==> src/rtl/uart_receiver_if.sv <==
// ---------------------------------------------------------------------------
// uart_receiver_if
//   Serial line plus byte handshake of the UART receive stage, bundled so the
//   receiver and its consumer share a single port.
//
//   rx        serial line into the receiver, idle high
//   ack       consumer accepts the current byte
//   data      last received byte, stable while valid is high
//   valid     byte available, held until ack
//   overrun   sticky, a byte was overwritten before it was acknowledged
//   frame_err one-cycle pulse, stop bit sampled low
//   busy      receiver is inside a frame (or waiting out a break)
//
//   master : line driver / consumer side (drives rx and ack)
//   slave  : the receiver itself
// ---------------------------------------------------------------------------
interface uart_receiver_if;
  logic       rx;
  logic       ack;
  logic [7:0] data;
  logic       valid;
  logic       overrun;
  logic       frame_err;
  logic       busy;

  modport master (
    output rx,
    output ack,
    input  data,
    input  valid,
    input  overrun,
    input  frame_err,
    input  busy
  );

  modport slave (
    input  rx,
    input  ack,
    output data,
    output valid,
    output overrun,
    output frame_err,
    output busy
  );
endinterface

==> src/rtl/uart_receiver.sv <==
// ---------------------------------------------------------------------------
// uart_receiver
//   8N1 UART receive stage, LSB first, 16x oversampled. Each bit is decided by
//   a majority vote of the synchronised line at ticks 7, 8 and 9 of the bit.
//   Received bytes are offered on a valid/ack handshake; framing errors and
//   overruns are flagged.
//
//   Ports
//     clk  system clock, all logic on the rising edge
//     rst  asynchronous active-high reset
//     bus  uart_receiver_if.slave: rx, ack in; data, valid, overrun,
//          frame_err, busy out
//
//   Parameters
//     CLK_FREQ    system clock in Hz
//     BAUD        line rate in bit/s
//     OVERSAMPLE  ticks per bit, must stay 16 (tick numbering assumes it)
//
//   state  | meaning
//   -------+-------------------------------------------------------------
//   IDLE   | line idle, looking for a low sample on a tick
//   START  | inside the start bit, rejecting glitches at t=9
//   DATA   | shifting in the 8 data bits, LSB first
//   STOP   | checking the stop bit at t=9, then deliver or flag
//   BREAK  | stop bit was low, waiting for the line to return high
// ---------------------------------------------------------------------------
module uart_receiver #(
  parameter int CLK_FREQ   = 100_000_000,
  parameter int BAUD       = 115200,
  parameter int OVERSAMPLE = 16
) (
  input  logic           clk,
  input  logic           rst,
  uart_receiver_if.slave bus
);

  localparam int DIV   = CLK_FREQ / (BAUD * OVERSAMPLE);
  localparam int DIV_W = (DIV >= 2) ? $clog2(DIV) : 1;
  localparam logic [DIV_W-1:0] DIV_LAST = DIV_W'(DIV - 1);

  if (DIV < 2) begin : g_bad_div
    $error("uart_receiver: CLK_FREQ/(BAUD*OVERSAMPLE) must be at least 2");
  end

  if (OVERSAMPLE != 16) begin : g_bad_oversample
    $error("uart_receiver: OVERSAMPLE must be 16");
  end

  typedef enum logic [2:0] {
    S_IDLE,
    S_START,
    S_DATA,
    S_STOP,
    S_BREAK
  } state_t;

  // Two-flop synchroniser; both flops reset to the idle line level.
  logic rx_meta;
  logic rxs;

  always_ff @(posedge clk or posedge rst) begin
    if (rst) begin
      rx_meta <= 1'b1;
      rxs     <= 1'b1;
    end else begin
      rx_meta <= bus.rx;
      rxs     <= rx_meta;
    end
  end

  // Free-running oversample tick, independent of the FSM so the tick phase
  // never depends on when a frame starts.
  logic [DIV_W-1:0] div_cnt;
  logic             tick;

  assign tick = (div_cnt == DIV_LAST);

  always_ff @(posedge clk or posedge rst) begin
    if (rst) begin
      div_cnt <= '0;
    end else if (tick) begin
      div_cnt <= '0;
    end else begin
      div_cnt <= div_cnt + DIV_W'(1);
    end
  end

  // FSM state and bit-timing registers.
  state_t     state_q;
  state_t     state_nxt;
  logic [3:0] t_q;
  logic [3:0] t_nxt;
  logic [2:0] idx_q;
  logic [2:0] idx_nxt;
  logic [7:0] shift_q;
  logic [7:0] shift_nxt;
  logic       load_byte;
  logic       ferr_set;

  // Samples taken at t=7 and t=8; the vote completes with the live sample
  // at t=9.
  logic s7_q;
  logic s8_q;
  logic maj;

  assign maj = (s7_q & s8_q) | (s7_q & rxs) | (s8_q & rxs);

  always_ff @(posedge clk or posedge rst) begin
    if (rst) begin
      s7_q <= 1'b1;
      s8_q <= 1'b1;
    end else if (tick) begin
      if (t_q == 4'd7) begin
        s7_q <= rxs;
      end
      if (t_q == 4'd8) begin
        s8_q <= rxs;
      end
    end
  end

  always_ff @(posedge clk or posedge rst) begin
    if (rst) begin
      state_q <= S_IDLE;
      t_q     <= '0;
      idx_q   <= '0;
      shift_q <= '0;
    end else begin
      state_q <= state_nxt;
      t_q     <= t_nxt;
      idx_q   <= idx_nxt;
      shift_q <= shift_nxt;
    end
  end

  always_comb begin
    state_nxt = state_q;
    t_nxt     = t_q;
    idx_nxt   = idx_q;
    shift_nxt = shift_q;
    load_byte = 1'b0;
    ferr_set  = 1'b0;

    if (tick) begin
      case (state_q)
        S_IDLE: begin
          // The detecting tick is t=0 of the start bit, so the next tick is t=1.
          if (!rxs) begin
            state_nxt = S_START;
            t_nxt     = 4'd1;
          end
        end

        S_START: begin
          t_nxt = t_q + 4'd1;
          if ((t_q == 4'd9) && maj) begin
            state_nxt = S_IDLE;
            t_nxt     = 4'd0;
          end else if (t_q == 4'd15) begin
            state_nxt = S_DATA;
            idx_nxt   = 3'd0;
          end
        end

        S_DATA: begin
          t_nxt = t_q + 4'd1;
          if (t_q == 4'd9) begin
            shift_nxt[idx_q] = maj;
          end
          if (t_q == 4'd15) begin
            if (idx_q == 3'd7) begin
              state_nxt = S_STOP;
            end else begin
              idx_nxt = idx_q + 3'd1;
            end
          end
        end

        S_STOP: begin
          t_nxt = t_q + 4'd1;
          // Leave at mid stop bit so a start edge right after it is not missed.
          if (t_q == 4'd9) begin
            t_nxt = 4'd0;
            if (maj) begin
              load_byte = 1'b1;
              state_nxt = S_IDLE;
            end else begin
              ferr_set  = 1'b1;
              state_nxt = S_BREAK;
            end
          end
        end

        S_BREAK: begin
          if (rxs) begin
            state_nxt = S_IDLE;
          end
        end

        default: begin
          state_nxt = S_IDLE;
          t_nxt     = 4'd0;
        end
      endcase
    end
  end

  // Consumer-facing registers. A load that coincides with ack is a normal
  // hand-over, not an overrun.
  logic [7:0] data_q;
  logic       valid_q;
  logic       overrun_q;
  logic       ferr_q;

  always_ff @(posedge clk or posedge rst) begin
    if (rst) begin
      data_q    <= '0;
      valid_q   <= 1'b0;
      overrun_q <= 1'b0;
      ferr_q    <= 1'b0;
    end else begin
      ferr_q <= ferr_set;
      if (load_byte) begin
        data_q  <= shift_q;
        valid_q <= 1'b1;
        if (valid_q) begin
          overrun_q <= ~bus.ack;
        end
      end else if (bus.ack && valid_q) begin
        valid_q   <= 1'b0;
        overrun_q <= 1'b0;
      end
    end
  end

  assign bus.data      = data_q;
  assign bus.valid     = valid_q;
  assign bus.overrun   = overrun_q;
  assign bus.frame_err = ferr_q;
  assign bus.busy      = (state_q != S_IDLE);

endmodule

==> src/flat_wrapper.sv <==
// flat-port wrapper written by rule: the top's interface ports become plain ports
module uart_receiver_flat 
#(
  parameter int CLK_FREQ   = 100_000_000,
  parameter int BAUD       = 115200,
  parameter int OVERSAMPLE = 16
)
  (clk, rst, bus_rx, bus_ack, bus_data, bus_valid, bus_overrun, bus_frame_err, bus_busy);
  uart_receiver_if bus_i ();
  input  logic clk;
  input  logic rst;
  input wire logic [$bits(bus_i.rx)-1:0] bus_rx;
  input wire logic [$bits(bus_i.ack)-1:0] bus_ack;
  output wire logic [$bits(bus_i.data)-1:0] bus_data;
  output wire logic [$bits(bus_i.valid)-1:0] bus_valid;
  output wire logic [$bits(bus_i.overrun)-1:0] bus_overrun;
  output wire logic [$bits(bus_i.frame_err)-1:0] bus_frame_err;
  output wire logic [$bits(bus_i.busy)-1:0] bus_busy;
  assign bus_i.rx = bus_rx;
  assign bus_i.ack = bus_ack;
  assign bus_data = bus_i.data;
  assign bus_valid = bus_i.valid;
  assign bus_overrun = bus_i.overrun;
  assign bus_frame_err = bus_i.frame_err;
  assign bus_busy = bus_i.busy;
  uart_receiver #(.CLK_FREQ(CLK_FREQ), .BAUD(BAUD), .OVERSAMPLE(OVERSAMPLE)) u_core (.clk(clk), .rst(rst), .bus(bus_i));
endmodule
==> config.mk <==
export PLATFORM = sky130hd
export DESIGN_NAME = uart_receiver_flat
export DESIGN_NICKNAME = d
export VERILOG_FILES = /design/src/rtl/uart_receiver_if.sv /design/src/rtl/uart_receiver.sv /design/src/flat_wrapper.sv
export SDC_FILE = /design/constraint.sdc
export NUM_CORES = 1
export LEC_CHECK = 0
export BUFFER_PORTS_ARGS = -buffer_cell sky130_fd_sc_hd__buf_4
export CAP_MARGIN = 5
export CORE_ASPECT_RATIO = 0.6
export CORE_UTILIZATION = 63
export CTS_CLUSTER_SIZE = 12
export DETAILED_ROUTE_END_ITERATION = 16
export PLACE_DENSITY = 0.88
export RECOVER_POWER = 50
export SKIP_CTS_REPAIR_TIMING = 1
export SYNTH_ARGS = -nofsm -noshare
export SYNTH_HDL_FRONTEND = slang
export SYNTH_SLANG_ARGS = --single-unit
==> constraint.sdc <==
create_clock -name clk -period 2.95 [get_ports clk]
set_clock_uncertainty 0.1 [all_clocks]
set_input_delay 0.4425 -clock clk [delete_from_list [all_inputs] [get_ports clk]]
set_output_delay 0.4425 -clock clk [all_outputs]
set_load 0.01 [all_outputs]
==> results.md <==
* Clock Sinks at 39
* Initial DRC Count at 156
* Synth warn at 0
* Crit path largest cell delay at 590 ps
* Pwr/cell area at 419 nW/um^2
* Max-slew violations at 40
* DP HPWL at 2.72 mm
* Synthesized area at 1980 sq um
* Commonest non-fill, non-tap cells in the layout: dfrtp_1 (35), mux2_2 (20), nor2_1 (12)
* Post-synth top flop: dfrtp_1
* Vias/cell at 6.20
* Tcrit/Tclk final at 77.7%
* Tmin final at 2290 ps
* Placement Setup Slack at 681 ps
* FP Rows at 15
* Fmax at 436 MHz
* TritonCTS clock tree: built
* Post-synth ARST share at 100%
* Setup TNS at 0 ps
* Core ar. at 2930 sq um
* Total grt overflow at 0
* Maxcap violations at 1
* Crit end category: register
* Total track usage at 25.3%
* DRC violations left at 0
* Final setup fails at 0
* WL/cell at 16.5 um
* Synthesized Nets at 186
* Die height at 45.4 um
* Worst min path class: in -> reg
* Routed wire length at 3.84 mm
* RSZ-0062 raised after global routing: no
* Tot Pwr at 912 uW
* CTS clock-pin slew for the worst setup and hold paths at 70 ps
* Cells after Synth at 175
* WP data required at 3020 ps
* CTS Buf Count at 5
* Top cells by area, synth: dfrtp_1 (44%), mux2_2 (11%), dfstp_2 (5.3%), ha_1 (4.4%), nor2_1 (2.3%)
* IO Pins at 16
* CTS max path bufs at 2
* CP max-delay cell: dfstp_2
* Status: complete, but fails checks
* Final layout net count at 202
* Worst path cell trace: maj3_1, inv_1, nor3_4, mux2_2
* Multi-input gate area at 913 sq um
* Clk_lat worst skew at 280 ps
* #FFs+latches synth at 39
* Critical Path Fanout Max at 14
* FF/Latch Area at 981 sq um
* Fillers at 203
* Antenna violations before repair at 0
* Die area at 3370 sq um
* Leakage power at 0.00102 uW
* Initial Utilization at 67.5%
* Post-synth top area cell: dfrtp_1
* Via Count at 1,444
* Gp weighted congestion at 0.941
* Fin util at 74.4%
* Worst setup margin at 658 ps
* Worst Path Arrival at 2360 ps
* Violated checks: capacitance limit, slew limit
* P&R area growth vs syn at 10.2%
* Max transition margin at -36.6%
* Root buffer cell: clkbuf_8
* Final hold slack at 162 ps
* Fraction of layout cells with a size suffix above 1 at 26.2%
* CTS H-tree lvls at 2
* Worst Setup Start Kind: register
* Worst Tran Pin Value at 2050 ps
* Crit path kind: reg -> reg
* Synth cell types at 49
* Commonest non-fill, non-tap cell in the layout: dfrtp_1
* Number of enable flip-flop cells after synthesis at 0
* Via count of the first global-routing pass at 1,284
* Avg Cell Area, Syn at 11.3 sq um
* Final Hold Vio Count at 0
* Antenna diodes at 0
* Top-area cell type share of the netlist area at 44.3%
* Buffers on Ports at 15
* First-pass GRT wire length at 6.18 mm
* Peak VDD IR at 290 uV
* Die span in x at 74.3 um
* TritonRoute pass-1 iters at 4
* Seq/Total Area, Yosys at 49.7%
* Largest net degree at the start of global routing at 40
* Post-route ant nets at 0
-- cells in the mapped netlist, types with 2 or more instances --
library cell / number
a21oi_1: 3
xor2_1: 2
dfstp_2: 4
nand3_1: 7
ha_1: 7
or3_1: 3
nand4_1: 2
nand2b_1: 6
inv_1: 10
xnor2_1: 3
mux2_2: 20
nor2_1: 12
and3_1: 2
nor3_1: 4
a22o_1: 4
nand4b_1: 2
o211ai_1: 2
dfrtp_1: 35
buf_4: 3
o21ai_0: 4
nor4_1: 6
nand2_1: 7
-- report_power, final --
part	leakage [uW]	switching, uW	total (uW)	internal (uW)
combinational	0.000452	12.1	15.8	3.72
clock	0.0000470	174	357	183
sequential	0.000516	1.50	539	537
-- critical path: cells and delay by family (launching register included) --
kind / cells / cell delay, ps
adders and majority gates: 1 / 490
buffers and inverters: 1 / 140
DFF: 1 / 590
muxes: 1 / 400
and+or+nand+nor: 1 / 460
-- sequential cells by signal (all words and copies together), names as in the netlist --
signal,flops
u_core.bus.frame_err,1
u_core.shift_q,8
u_core.s8_q,1
u_core.rx_meta,1
u_core.s7_q,1
u_core.div_cnt,6
u_core.bus.valid,1
u_core.bus.data,8
u_core.rxs,1
u_core.bus.overrun,1
u_core.t_q,4
u_core.state_q,3
u_core.idx_q,3
-- kinds of logic (layout without fill, tap and decap cells) --
| group | count (synthesis) | count (layout) | share of synthesized area, % |
|---|---|---|---|
| AOI/OAI and AO/OA | 24 | 24 | 8.87 |
| DFF | 39 | 39 | 49.7 |
| muxes | 21 | 21 | 11.9 |
| and+or+nand+nor | 61 | 61 | 18.3 |
| buffers and inverters | 17 | 33 | 4.12 |
| adders and majority gates | 8 | 8 | 4.94 |
| xor gates and xnor gates | 5 | 5 | 2.22 |
-- final cells by class --
class	instances	area share, %
multi-input combinational	119	42.0
inverter	10	1.72
sequential	39	45.1
timing repair buffer	16	4.83
tap	42	2.41
clock inverter	1	0.230
clock buffer	6	3.79
-- metal layers --
layer / global-route usage (%) / wire length, um / vias to the layer above / share of wire, %
met3: 7.52 / 254 / 8 / 6.6
li1: - / - / 662 / -
met5: 0 / 0 / - / 0
met4: 9.81 / 38 / 0 / 0.99
met2: 37.8 / 1810 / 57 / 47
met1: 35.4 / 1740 / 717 / 45
-- final timing paths --
kind	startpoint	endpoint	slack (ps)	depth (start not counted)
min in group asynchronous	rst	u_core.shift_q[7]$_DFFE_PP0P_	800	3
setup / recovery	u_core.rxs$_DFF_PP1_	u_core.bus.data[6]$_DFFE_PP0P_	660	4
hold reg to reg	u_core.rx_meta$_DFF_PP1_	u_core.rxs$_DFF_PP1_	260	0
hold / removal	bus_rx	u_core.rx_meta$_DFF_PP1_	160	1
setup reg to reg	u_core.rxs$_DFF_PP1_	u_core.bus.data[6]$_DFFE_PP0P_	660	4
max in group asynchronous	rst	u_core.div_cnt[4]$_DFF_PP0_	780	3
-- stage by stage --
| stage | instance area (sq um) | cells |
|---|---|---|
| 3_3_place_gp | 2100 | 226 |
| 3_5_place_dp | 2100 | 226 |
| 5_1_grt | 2180 | 233 |
| 4_1_cts | 2190 | 233 |
| 2_1_floorplan | 1980 | 175 |
| 6_report | 2180 | 233 |
Power figures use the tool's default switching activity.
